**config.mk**
```make
export PLATFORM = sky130hd
export DESIGN_NAME = axi_mem_wr_slv
export DESIGN_NICKNAME = d
export VERILOG_FILES = /design/src/rtl/axi_mem_wr_slv_pkg.sv /design/src/rtl/axi_burst_addr_gen.sv /design/src/rtl/axi_mem_wr_slv.sv
export SDC_FILE = /design/constraint.sdc
export NUM_CORES = 1
export LEC_CHECK = 0
export CAP_MARGIN = 20
export CORE_AREA = 8 8 124 126
export DETAILED_ROUTE_END_ITERATION = 16
export DIE_AREA = 0 0 132 134
export PLACE_DENSITY_LB_ADDON = 0.05
export SETUP_SLACK_MARGIN = 0.15
export SLEW_MARGIN = 0
export SYNTH_ARGS = -nofsm -noshare
export SYNTH_HDL_FRONTEND = slang
export SYNTH_SLANG_ARGS = --single-unit
```
**constraint.sdc**
```tcl
create_clock -name clk -period 5.37 [get_ports clk]
set_input_delay 1.3425 -clock clk [delete_from_list [all_inputs] [get_ports clk]]
set_output_delay 1.3425 -clock clk [all_outputs]
set_load 0.02 [all_outputs]
```
**src/rtl/axi_mem_wr_slv_pkg.sv**
```systemverilog
// Shared definitions for the AXI4 write responder and its burst address generator.
// Provides the AXI_* width macros (overridable on the command line), typed width
// constants, response and burst codes, and the write FSM state encoding.
// Optional feature macro used by the importing files: AXI_SLV_WRAP_BURST_EN.

`ifndef AXI_ID_WIDTH
`define AXI_ID_WIDTH 4
`endif
`ifndef AXI_ADDR_WIDTH
`define AXI_ADDR_WIDTH 32
`endif
`ifndef AXI_LEN_WIDTH
`define AXI_LEN_WIDTH 8
`endif
`ifndef AXI_SIZE_WIDTH
`define AXI_SIZE_WIDTH 3
`endif
`ifndef AXI_BURST_WIDTH
`define AXI_BURST_WIDTH 2
`endif
`ifndef AXI_LOCK_WIDTH
`define AXI_LOCK_WIDTH 1
`endif
`ifndef AXI_CACHE_WIDTH
`define AXI_CACHE_WIDTH 4
`endif
`ifndef AXI_PROT_WIDTH
`define AXI_PROT_WIDTH 3
`endif
`ifndef AXI_QOS_WIDTH
`define AXI_QOS_WIDTH 4
`endif
`ifndef AXI_REGION_WIDTH
`define AXI_REGION_WIDTH 4
`endif
`ifndef AXI_DATA_WIDTH
`define AXI_DATA_WIDTH 32
`endif
`ifndef AXI_RESP_WIDTH
`define AXI_RESP_WIDTH 2
`endif

package axi_mem_wr_slv_pkg;

  localparam int unsigned AxiIdW     = `AXI_ID_WIDTH;
  localparam int unsigned AxiAddrW   = `AXI_ADDR_WIDTH;
  localparam int unsigned AxiLenW    = `AXI_LEN_WIDTH;
  localparam int unsigned AxiSizeW   = `AXI_SIZE_WIDTH;
  localparam int unsigned AxiBurstW  = `AXI_BURST_WIDTH;
  localparam int unsigned AxiLockW   = `AXI_LOCK_WIDTH;
  localparam int unsigned AxiCacheW  = `AXI_CACHE_WIDTH;
  localparam int unsigned AxiProtW   = `AXI_PROT_WIDTH;
  localparam int unsigned AxiQosW    = `AXI_QOS_WIDTH;
  localparam int unsigned AxiRegionW = `AXI_REGION_WIDTH;
  localparam int unsigned AxiDataW   = `AXI_DATA_WIDTH;
  localparam int unsigned AxiStrbW   = `AXI_DATA_WIDTH / 8;
  localparam int unsigned AxiRespW   = `AXI_RESP_WIDTH;

  localparam logic [AxiRespW-1:0] RespOkay   = AxiRespW'(0);
  localparam logic [AxiRespW-1:0] RespSlverr = AxiRespW'(2);
  localparam logic [AxiRespW-1:0] RespDecerr = AxiRespW'(3);

  localparam logic [AxiBurstW-1:0] BurstFixed = AxiBurstW'(0);
  localparam logic [AxiBurstW-1:0] BurstIncr  = AxiBurstW'(1);
  localparam logic [AxiBurstW-1:0] BurstWrap  = AxiBurstW'(2);
  localparam logic [AxiBurstW-1:0] BurstRsvd  = AxiBurstW'(3);

  // Largest legal awsize: a full data-bus beat.
  localparam logic [AxiSizeW-1:0] MaxSize = AxiSizeW'($clog2(AxiStrbW));

  typedef enum logic [1:0] {
    StIdle,
    StData,
    StResp
  } wr_state_e;

endpackage

```
**src/rtl/axi_burst_addr_gen.sv**
```systemverilog
// Next-beat byte address for an AXI burst (FIXED / INCR / WRAP).
// Ports: addr_i current beat address, size_i log2 bytes per beat, len_i beats-1,
//        burst_i burst type, next_addr_o address of the following beat.
// WRAP support only when AXI_SLV_WRAP_BURST_EN is defined; otherwise WRAP holds the address.

module axi_burst_addr_gen
  import axi_mem_wr_slv_pkg::*;
(
  input  logic [AxiAddrW-1:0]  addr_i,
  input  logic [AxiSizeW-1:0]  size_i,
  input  logic [AxiLenW-1:0]   len_i,
  input  logic [AxiBurstW-1:0] burst_i,
  output logic [AxiAddrW-1:0]  next_addr_o
);

  logic [AxiAddrW-1:0] beat_bytes;
  logic [AxiAddrW-1:0] incr_addr;
`ifdef AXI_SLV_WRAP_BURST_EN
  logic [AxiAddrW-1:0] wrap_mask;
`else
  logic unused_len;
  assign unused_len = ^len_i;
`endif

  always_comb begin
    beat_bytes  = AxiAddrW'(1) << size_i;
    // Align down first so an unaligned INCR start lands on the next aligned beat.
    incr_addr   = (addr_i & ~(beat_bytes - AxiAddrW'(1))) + beat_bytes;
`ifdef AXI_SLV_WRAP_BURST_EN
    wrap_mask   = ((AxiAddrW'(len_i) + AxiAddrW'(1)) << size_i) - AxiAddrW'(1);
`endif
    next_addr_o = addr_i;
    case (burst_i)
      BurstIncr: next_addr_o = incr_addr;
`ifdef AXI_SLV_WRAP_BURST_EN
      BurstWrap: next_addr_o = (addr_i & ~wrap_mask) | (incr_addr & wrap_mask);
`endif
      default:   next_addr_o = addr_i;
    endcase
  end

endmodule

```
**src/rtl/axi_mem_wr_slv.sv**
```systemverilog
// AXI4 write-channel responder (AW/W/B) driving a word-wide SRAM write port.
// One outstanding burst; each accepted W beat becomes a one-cycle mem_we pulse.
// Ports: clk, rst (async, active high); AXI AW/W/B slave channels (axi_slv_*);
//        mem_we/mem_addr/mem_wdata/mem_wstrb SRAM write port (word index within window).
// All outputs are registered. Errors: DECERR for out-of-window beats, SLVERR for bad size,
// bad burst type / wrap length, early or missing wlast. DECERR outranks SLVERR.
// Build option: AXI_SLV_WRAP_BURST_EN enables WRAP bursts (otherwise WRAP -> SLVERR).

module axi_mem_wr_slv
  import axi_mem_wr_slv_pkg::*;
#(
  parameter logic [AxiAddrW-1:0] MEM_BASE_ADDR   = 32'h4000_0000,
  parameter int unsigned         MEM_DEPTH_WORDS = 4096
) (
  input  logic                               clk,
  input  logic                               rst,
  input  logic [AxiIdW-1:0]                  axi_slv_awid,
  input  logic [AxiAddrW-1:0]                axi_slv_awaddr,
  input  logic [AxiLenW-1:0]                 axi_slv_awlen,
  input  logic [AxiSizeW-1:0]                axi_slv_awsize,
  input  logic [AxiBurstW-1:0]               axi_slv_awburst,
  input  logic [AxiLockW-1:0]                axi_slv_awlock,
  input  logic [AxiCacheW-1:0]               axi_slv_awcache,
  input  logic [AxiProtW-1:0]                axi_slv_awprot,
  input  logic [AxiQosW-1:0]                 axi_slv_awqos,
  input  logic [AxiRegionW-1:0]              axi_slv_awregion,
  input  logic                               axi_slv_awvalid,
  output logic                               axi_slv_awready,
  input  logic [AxiDataW-1:0]                axi_slv_wdata,
  input  logic [AxiStrbW-1:0]                axi_slv_wstrb,
  input  logic                               axi_slv_wlast,
  input  logic                               axi_slv_wvalid,
  output logic                               axi_slv_wready,
  output logic [AxiIdW-1:0]                  axi_slv_bid,
  output logic [AxiRespW-1:0]                axi_slv_bresp,
  output logic                               axi_slv_bvalid,
  input  logic                               axi_slv_bready,
  output logic                               mem_we,
  output logic [$clog2(MEM_DEPTH_WORDS)-1:0] mem_addr,
  output logic [AxiDataW-1:0]                mem_wdata,
  output logic [AxiStrbW-1:0]                mem_wstrb
);

  localparam int unsigned MemAw    = $clog2(MEM_DEPTH_WORDS);
  localparam int unsigned ByteOffW = $clog2(AxiStrbW);
  localparam int unsigned CntW     = AxiLenW + 1;
  localparam logic [AxiAddrW-1:0] WinBytes = AxiAddrW'(MEM_DEPTH_WORDS * AxiStrbW);

  wr_state_e            state_q, state_d;
  logic                 awready_q, awready_d, wready_q, wready_d, bvalid_q, bvalid_d;
  logic [AxiIdW-1:0]    bid_q, bid_d, id_q, id_d;
  logic [AxiRespW-1:0]  bresp_q, bresp_d, resp_q, resp_d, aw_resp;
  logic                 mem_we_q, mem_we_d;
  logic [MemAw-1:0]     mem_addr_q, mem_addr_d;
  logic [AxiDataW-1:0]  mem_wdata_q, mem_wdata_d;
  logic [AxiStrbW-1:0]  mem_wstrb_q, mem_wstrb_d;
  logic [AxiAddrW-1:0]  addr_q, addr_d, next_addr, aw_off, beat_off;
  logic [AxiLenW-1:0]   len_q, len_d;
  logic [AxiSizeW-1:0]  size_q, size_d;
  logic [AxiBurstW-1:0] burst_q, burst_d;
  logic [CntW-1:0]      cnt_q, cnt_d;
  logic                 in_burst;

  logic unused_ok;
  assign unused_ok = ^{axi_slv_awlock, axi_slv_awcache, axi_slv_awprot, axi_slv_awqos,
                       axi_slv_awregion, beat_off};

  axi_burst_addr_gen u_addr_gen (
    .addr_i      (addr_q),
    .size_i      (size_q),
    .len_i       (len_q),
    .burst_i     (burst_q),
    .next_addr_o (next_addr)
  );

  // Error classification of an incoming AW, evaluated in the handshake cycle.
  always_comb begin
    aw_off  = axi_slv_awaddr - MEM_BASE_ADDR;
    aw_resp = RespOkay;
    if (axi_slv_awsize > MaxSize || axi_slv_awburst == BurstRsvd) aw_resp = RespSlverr;
`ifdef AXI_SLV_WRAP_BURST_EN
    if (axi_slv_awburst == BurstWrap &&
        !(axi_slv_awlen inside {AxiLenW'(1), AxiLenW'(3), AxiLenW'(7), AxiLenW'(15)})) begin
      aw_resp = RespSlverr;
    end
`else
    if (axi_slv_awburst == BurstWrap) aw_resp = RespSlverr;
`endif
    // Unsigned wrap of the subtraction makes addresses below the base fall out too.
    if (aw_off >= WinBytes) aw_resp = RespDecerr;
  end

  always_comb begin
    state_d     = state_q;
    awready_d   = awready_q;
    wready_d    = wready_q;
    bvalid_d    = bvalid_q;
    bid_d       = bid_q;
    bresp_d     = bresp_q;
    mem_we_d    = 1'b0;
    mem_addr_d  = mem_addr_q;
    mem_wdata_d = mem_wdata_q;
    mem_wstrb_d = mem_wstrb_q;
    id_d        = id_q;
    addr_d      = addr_q;
    len_d       = len_q;
    size_d      = size_q;
    burst_d     = burst_q;
    cnt_d       = cnt_q;
    resp_d      = resp_q;
    beat_off    = addr_q - MEM_BASE_ADDR;
    in_burst    = cnt_q <= {1'b0, len_q};

    unique case (state_q)
      StIdle: begin
        awready_d = 1'b1;
        if (axi_slv_awvalid && awready_q) begin
          state_d   = StData;
          awready_d = 1'b0;
          wready_d  = 1'b1;
          id_d      = axi_slv_awid;
          addr_d    = axi_slv_awaddr;
          len_d     = axi_slv_awlen;
          size_d    = axi_slv_awsize;
          burst_d   = axi_slv_awburst;
          cnt_d     = '0;
          resp_d    = aw_resp;
        end
      end
      StData: begin
        if (axi_slv_wvalid && wready_q) begin
          if (in_burst && beat_off >= WinBytes) resp_d = RespDecerr;
          // Beats past awlen (missing wlast) are drained but never written.
          if (resp_d == RespOkay && in_burst) begin
            mem_we_d    = 1'b1;
            mem_addr_d  = beat_off[ByteOffW +: MemAw];
            mem_wdata_d = axi_slv_wdata;
            mem_wstrb_d = axi_slv_wstrb;
          end
          if (resp_d == RespOkay &&
              ((axi_slv_wlast && cnt_q < {1'b0, len_q}) ||
               (!axi_slv_wlast && cnt_q == {1'b0, len_q}))) begin
            resp_d = RespSlverr;
          end
          addr_d = next_addr;
          cnt_d  = (cnt_q == '1) ? cnt_q : cnt_q + CntW'(1);
          if (axi_slv_wlast) begin
            state_d  = StResp;
            wready_d = 1'b0;
            bvalid_d = 1'b1;
            bid_d    = id_q;
            bresp_d  = resp_d;
          end
        end
      end
      StResp: begin
        if (axi_slv_bready) begin
          state_d   = StIdle;
          bvalid_d  = 1'b0;
          awready_d = 1'b1;
        end
      end
      default: state_d = StIdle;
    endcase
  end

  always_ff @(posedge clk or posedge rst) begin
    if (rst) begin
      state_q     <= StIdle;
      awready_q   <= 1'b0;
      wready_q    <= 1'b0;
      bvalid_q    <= 1'b0;
      bid_q       <= '0;
      bresp_q     <= RespOkay;
      mem_we_q    <= 1'b0;
      mem_addr_q  <= '0;
      mem_wdata_q <= '0;
      mem_wstrb_q <= '0;
      id_q        <= '0;
      addr_q      <= '0;
      len_q       <= '0;
      size_q      <= '0;
      burst_q     <= BurstFixed;
      cnt_q       <= '0;
      resp_q      <= RespOkay;
    end else begin
      state_q     <= state_d;
      awready_q   <= awready_d;
      wready_q    <= wready_d;
      bvalid_q    <= bvalid_d;
      bid_q       <= bid_d;
      bresp_q     <= bresp_d;
      mem_we_q    <= mem_we_d;
      mem_addr_q  <= mem_addr_d;
      mem_wdata_q <= mem_wdata_d;
      mem_wstrb_q <= mem_wstrb_d;
      id_q        <= id_d;
      addr_q      <= addr_d;
      len_q       <= len_d;
      size_q      <= size_d;
      burst_q     <= burst_d;
      cnt_q       <= cnt_d;
      resp_q      <= resp_d;
    end
  end

  assign axi_slv_awready = awready_q;
  assign axi_slv_wready  = wready_q;
  assign axi_slv_bvalid  = bvalid_q;
  assign axi_slv_bid     = bid_q;
  assign axi_slv_bresp   = bresp_q;
  assign mem_we          = mem_we_q;
  assign mem_addr        = mem_addr_q;
  assign mem_wdata       = mem_wdata_q;
  assign mem_wstrb       = mem_wstrb_q;

endmodule
```
## Word-level counts from Yosys, hierarchy flattened

Cells that the tools add are included.

| cells by class | value |
|---|---|
| equal/unequal tests | 13 |
| $lt $le $gt $ge | 5 |
| shift-type cells | 1 |
| bitwise gates (word level) | 2 |
| muxes and demuxes | 37 |
| add/subtract/negate cells | 5 |
| reduce and logical (&&, ||, !) cells | 25 |

Operators by type and width:

| operator | number |
|---|---|
| 32-bit two-way mux | 3 |
| 32-bit by 15-bit greater-or-equal comparator with 1-bit output (second input constant) | 2 |
| 32-bit one-hot mux with 2 select lines | 1 |
| 32-bit by 31-bit subtractor with 32-bit output (second input constant) | 2 |
| 32-bit adder | 1 |
| 32-bit AND | 1 |
| 32-bit NOT | 1 |
| 1-bit by 3-bit << shifter with 32-bit output (first input constant) | 1 |
| 32-bit by 1-bit subtractor with 32-bit output (second input constant) | 1 |
| 9-bit two-way mux | 3 |
| 2-bit two-way mux | 13 |
| 4-bit AND reduction | 5 |
| 9-bit one-hot mux with 2 select lines | 1 |
| 1-bit two-way mux | 11 |
| 2-bit inequality test (second input constant) | 5 |
| 9-bit by 1-bit adder with 9-bit output (second input constant) | 1 |
| 9-bit by 8-bit equality test with 1-bit output | 1 |
| 9-bit equality test (second input constant) | 1 |
| 9-bit by 8-bit less-or-equal comparator with 1-bit output | 1 |
| 9-bit by 8-bit less-than comparator with 1-bit output | 1 |
| 3-bit AND reduction | 3 |
| 1-bit logical AND | 7 |
| 2-bit equality test (second input constant) | 3 |
| 1-bit one-hot mux with 2 select lines | 3 |
| 10 further kinds | 16 |

| word-level totals | value |
|---|---|
| bits in registers | 120 |
| input bits | 107 |
| output and inout bits | 58 |
| word-level logic and storage cells | 105 |

## Depth between registers and ports, before layout

| logic depth | value |
|---|---|
| word-level depth | 11 |
| depth in mapped cells | 13 |
| gate-level depth less buffers | 11 |

## Hierarchy

From an unflattened synthesis, not the netlist that was laid out.

| unflattened totals | value |
|---|---|
| cells, all modules | 643 |
| area, all modules | 6677.7 um^2 |

Modules (own cells, without submodules):

| module | cells an instance | instances | seq. area each (um^2) | area an instance (um^2) |
|---|---|---|---|---|
| axi_mem_wr_slv | 450 | 1 | 3002.9 | 5403.9 |
| axi_burst_addr_gen | 193 | 1 | 0.0 | 1273.7 |

## Worst setup path before layout

Ideal clock, no wire load.

| timing | value |
|---|---|
| path type | reg-to-reg |
| from | register size_q[1] |
| to | register addr_q[15] |
| library setup time | 0.104 ns |
| cell stages (with the launch flop) | 13 |
| required time | 5.266 ns |
| buffers on the path | 3 |
| period minus slack after synthesis | 3.081 ns |
| arrival time | 2.977 ns |
| slack | 2.289 ns |
| path through | dfrtp_1 buf_2 clkbuf_1 or3_1 ha_1 buf_2 nor2b_1 o2111a_1 o221ai_2 a221oi_4 nor2_2 or3_1 a221oi_1 |

| between the ends | value |
|---|---|
| cells in the longest elaborated chain, start to end | 8 |

Ends and longest elaborated chain:

| element | RTL line | source |
|---|---|---|
| start: declaration | axi_mem_wr_slv.sv:59 | `logic [AxiSizeW-1:0] size_q, size_d;` |
| start signal: assignment | axi_mem_wr_slv.sv:200 | `size_q <= size_d;` |
| 1-bit by 3-bit << shifter with 32-bit output * | axi_burst_addr_gen.sv:26 | `beat_bytes = AxiAddrW'(1) << size_i;` |
| 32-bit by 1-bit subtractor with 32-bit output | axi_burst_addr_gen.sv:28 | `incr_addr = (addr_i & ~(beat_bytes - AxiAddrW'(1))) + beat_bytes;` |
| 32-bit NOT | axi_burst_addr_gen.sv:28 |  |
| 32-bit AND | axi_burst_addr_gen.sv:28 |  |
| 32-bit adder * | axi_burst_addr_gen.sv:28 |  |
| 32-bit two-way mux * | axi_burst_addr_gen.sv:33 | `case (burst_i)` |
| 32-bit two-way mux * | axi_mem_wr_slv.sv:131 | `if (axi_slv_wvalid && wready_q) begin` |
| 32-bit one-hot mux with 2 select lines * | axi_mem_wr_slv.sv:114 | `unique case (state_q)` |
| end signal: assignment | axi_mem_wr_slv.sv:198 | `addr_q <= addr_d;` |
| end: declaration | axi_mem_wr_slv.sv:57 | `logic [AxiAddrW-1:0] addr_q, addr_d, next_addr, aw_off, beat_off;` |

Mark *: on every way between the ends. The rest lies on a longest branch, timed or not. The select of a mux whose other input is x is not followed.
A chain may end at the register's enable or synchronous reset.

## Worst setup path after layout

| timing | value |
|---|---|
| from | register size_q[2] |
| to | register addr_q[30] |

The elaborated chain is that of the path after synthesis.

==> metrics.csv <==
stage,metric,value,unit
status,status,completed,
logic_synthesis,ys_types,75,
run,drv_cap,0,
floorplanning,die_w,132,µm
logic_synthesis,netlist_area,6560,µm²
worst_setup_path,start_kind,flip-flop,
global_route,track_usage,0.222,
power,pwr-share-clk,0.286,
power,pwr-share-seq,0.330,
finish,syn2layout_area_growth,34.7,%
drt,dr_total_vias,6351,
global_route,grt-ovfl-total,0,
floorplanning,dieArea,17700,µm²
drt,firstDrtPassIters,5,
drt,drc,0,
worst_setup_path,worstSetupPathType,flip-flop to flip-flop,
clock_network,worstSkewPairLatency,0.42,ns
clock_network,clock_path_buffers,2,
floorplanning,initial_core_util,0.485,
logic_synthesis,ys_warn_count,0,
power,vdd_drop_max,0.000288,V
sta,max_freq,0.280,GHz
power,switching_share,0.396,
drt,wl,19700,µm
logic_synthesis,synth_seq_cells,120,
global_route,use_met2,0.383,
sta,tns,0,ns
sta,worst_pin_slew,0.996,ns
global_route,use_met3,0.0497,
clock_network,cts_setup_buffers,0,
placed_design,gp_congestion,0.867,
drt,drtIter0Drc,482,
clock_network,numCtsBuffers,17,
global_route,grt_util_met1,0.264,
global_route,grt_pass1_wl,31800,µm
sta,fin_crit_sh,0.665,
clock_network,hold_buffers,0,
finish,final_util,0.654,
drt,avgViaCountPerCell,5.67,
logic_synthesis,async_reset_ff_frac,1.00,
logic_synthesis,synth_edf_count,0,
drt,antenna_left,0,
finish,drive_gt1_frac,0.0670,
finish,final_nets,1050,
sta,clock_skew,0.00666,ns
global_route,grt_max_degree,75,
sta,finalSetupViolations,0,
clock_network,tritoncts,done,
worst_setup_path,crit_required,5.64,ns
power,p_int,2.55,mW
power,comb_power_share,0.384,
worst_hold_path,hp-class,flip-flop to flip-flop,
sta,rsz0062_at_grt,false,
worst_setup_path,crit_arrival,3.84,ns
clock_network,cts_resized,0,
sta,hold_violations,0,
logic_synthesis,syn_inst,791,
worst_setup_path,slowest_delay,0.64,ns
sta,max-slew-margin-rel,0.335,
global_route,grt_pass1_vias,6237,
drt,post_drt_wl_per_cell,17.6,µm
sta,fin_crit,3.57,ns
logic_synthesis,syn_area_per_cell,8.29,µm²
floorplanning,coreArea,13500,µm²
worst_setup_path,end_kind,flip-flop,
power,power.switching,1.67,mW
clock_network,h-tree-depth,4,
clock_network,cts_root_buf,clkbuf_16,
sta,final_max_slew_viol_count,0,
worst_setup_path,cp_max_fo,17,
placed_design,port_buffers,148,
logic_synthesis,synth_seq_area_share,0.458,
floorplanning,die_h,134,µm
worst_setup_path,cp_cell_sequence,or3_1 -> ha_1 -> nor2b_1 -> o21ai_0 -> o21ai_1 -> nand4bb_1 -> a2111oi_1 -> xor2_1 -> o221ai_1,
power,pwr_density_cell,479,nW/µm²
placed_design,place_hpwl,13800,µm
finish,antennaDiodeCount,0,
floorplanning,fp-row-count,43,
global_route,antenna_found_initial,0,
logic_synthesis,synth_fp_nets,914,
floorplanning,ios,165,
global_route,grt_busiest_layer,met2,
clock_network,clkSlewWorstSetupHoldPaths,0.05,ns
logic_synthesis,synth-main-ff-cell,dfrtp_1,
worst_setup_path,critPathSlowestCell,a2111oi_1,
power,p_leak,3.98,nW
clock_network,clkSinkCount,120,
metal layers:
| layer | vias to the layer above | part of all wire |
|---|---|---|
| met3 | 33 | 0.064 |
| met2 | 245 | 0.50 |
| met4 | 0 | 0.019 |
| met1 | 3040 | 0.42 |
| li1 | 3033 | - |
| met5 | - | 0 |
cell usage in the layout, fill, tap and decap left out, types with 12 or more instances in the layout:
master	count
nand2_1	246
ha_1	16
nor3_1	16
nand3_1	30
o21ai_0	37
a21oi_1	33
clkbuf_16	17
clkdlybuf4s50_1	148
dfrtp_1	120
and3_1	12
nor2_1	49
inv_1	20
state kept, by name (all words and copies together), names as in the netlist, 2 cells and up:
name           count
addr_q            32
mem_wdata         32
mem_addr          12
cnt_q              9
len_q              8
axi_slv_bid        4
id_q               4
mem_wstrb          4
size_q             3
axi_slv_bresp      2
burst_q            2
resp_q             2
state_q            2
path summary, 6_finish.rpt:
kind | start | endpoint | slack, ns | cells past startpoint
hold reg to reg | mem_wdata[28] | mem_wdata[28] | 0.46 | 2
hold / removal | mem_wdata[28] | mem_wdata[28] | 0.46 | 2
setup reg to reg | size_q[2] | addr_q[30] | 1.80 | 9
max in group asynchronous | rst | mem_wdata[24] | 2.96 | 3
min in group asynchronous | rst | mem_wdata[10] | 1.48 | 2
setup / recovery | size_q[2] | addr_q[30] | 1.80 | 9
power groups by stage:
stage	clock [mW]	combinational, mW	sequential, mW
3_3_place_gp	0	1.56	1.39
4_1_cts	1.23	1.62	1.39
3_5_place_dp	0	1.60	1.40
2_1_floorplan	0	1.16	1.32
6_report	1.21	1.62	1.39
5_1_grt	1.26	1.80	1.43
layout make-up:
type                    count  area, µm²
repair buffers            157       1560
multi-input cells         609       3330
well taps                 180        225
inverters                  22       85.1
clock inverters            14        198
flip-flops and latches    120       3000
clock buffers              18        429
fillers                  1128       4670
metrics by stage:
step | hold WS, ns | area (µm²) | worst slack (ns) | total power [mW] | std cells
global placement | 0.448 | 8190 | 1.50 | 2.95 | 1087
finish | 0.462 | 8830 | 1.80 | 4.23 | 1120
floorplan | 0.438 | 6560 | 0.842 | 2.49 | 791
detailed placement | 0.455 | 8190 | 1.42 | 3.01 | 1087
CTS | 0.467 | 8810 | 1.83 | 4.23 | 1119
global route | 0.479 | 8830 | 1.60 | 4.49 | 1120
critical path, delay by kind of cell (launching register included):
family / cells / cell delay, ns
AND/OR/NAND/NOR: 3 / 1.17
AO/OA/AOI/OAI: 4 / 1.15
adder cells (fa/ha/maj): 1 / 0.31
XOR/XNOR: 1 / 0.20
flip-flops: 1 / 0.58
synth_stat cells, types with 3 or more instances:
library cell,number,share of area
a211oi_1,8,0.0092
a21boi_0,3,0.0034
a21o_1,3,0.0034
a21oi_1,33,0.025
a311oi_1,4,0.0053
a31oi_1,9,0.0086
a41oi_1,5,0.0067
and2_1,7,0.0067
and3_1,13,0.012
and4_1,5,0.0067
buf_1,7,0.0040
buf_2,6,0.0046
clkbuf_1,27,0.015
dfrtp_1,120,0.46
ha_1,16,0.031
inv_1,21,0.012
nand2_1,246,0.14
nand3_1,31,0.024
nand4_1,6,0.0057
nand4b_1,3,0.0040
nor2_1,51,0.029
nor2_2,3,0.0029
nor2b_1,6,0.0057
nor3_1,16,0.012
nor4_1,7,0.0067
o211ai_1,4,0.0046
o21a_1,5,0.0057
o21ai_0,37,0.028
o21ai_1,7,0.0053
o221ai_1,5,0.0067
or3_1,4,0.0038
or4_1,5,0.0057
xnor2_1,8,0.011
xor2_1,7,0.0094
cells by family after synthesis:
kind of cell    after synthesis  synth area share
compound gates              157             0.163
fa+ha+maj                    16            0.0305
flops                       120             0.458
simple gates                418             0.287
buf+inv                      62            0.0366
xor+xnor                     15            0.0200
mux                           3           0.00477
Power figures use the tool's default switching activity.
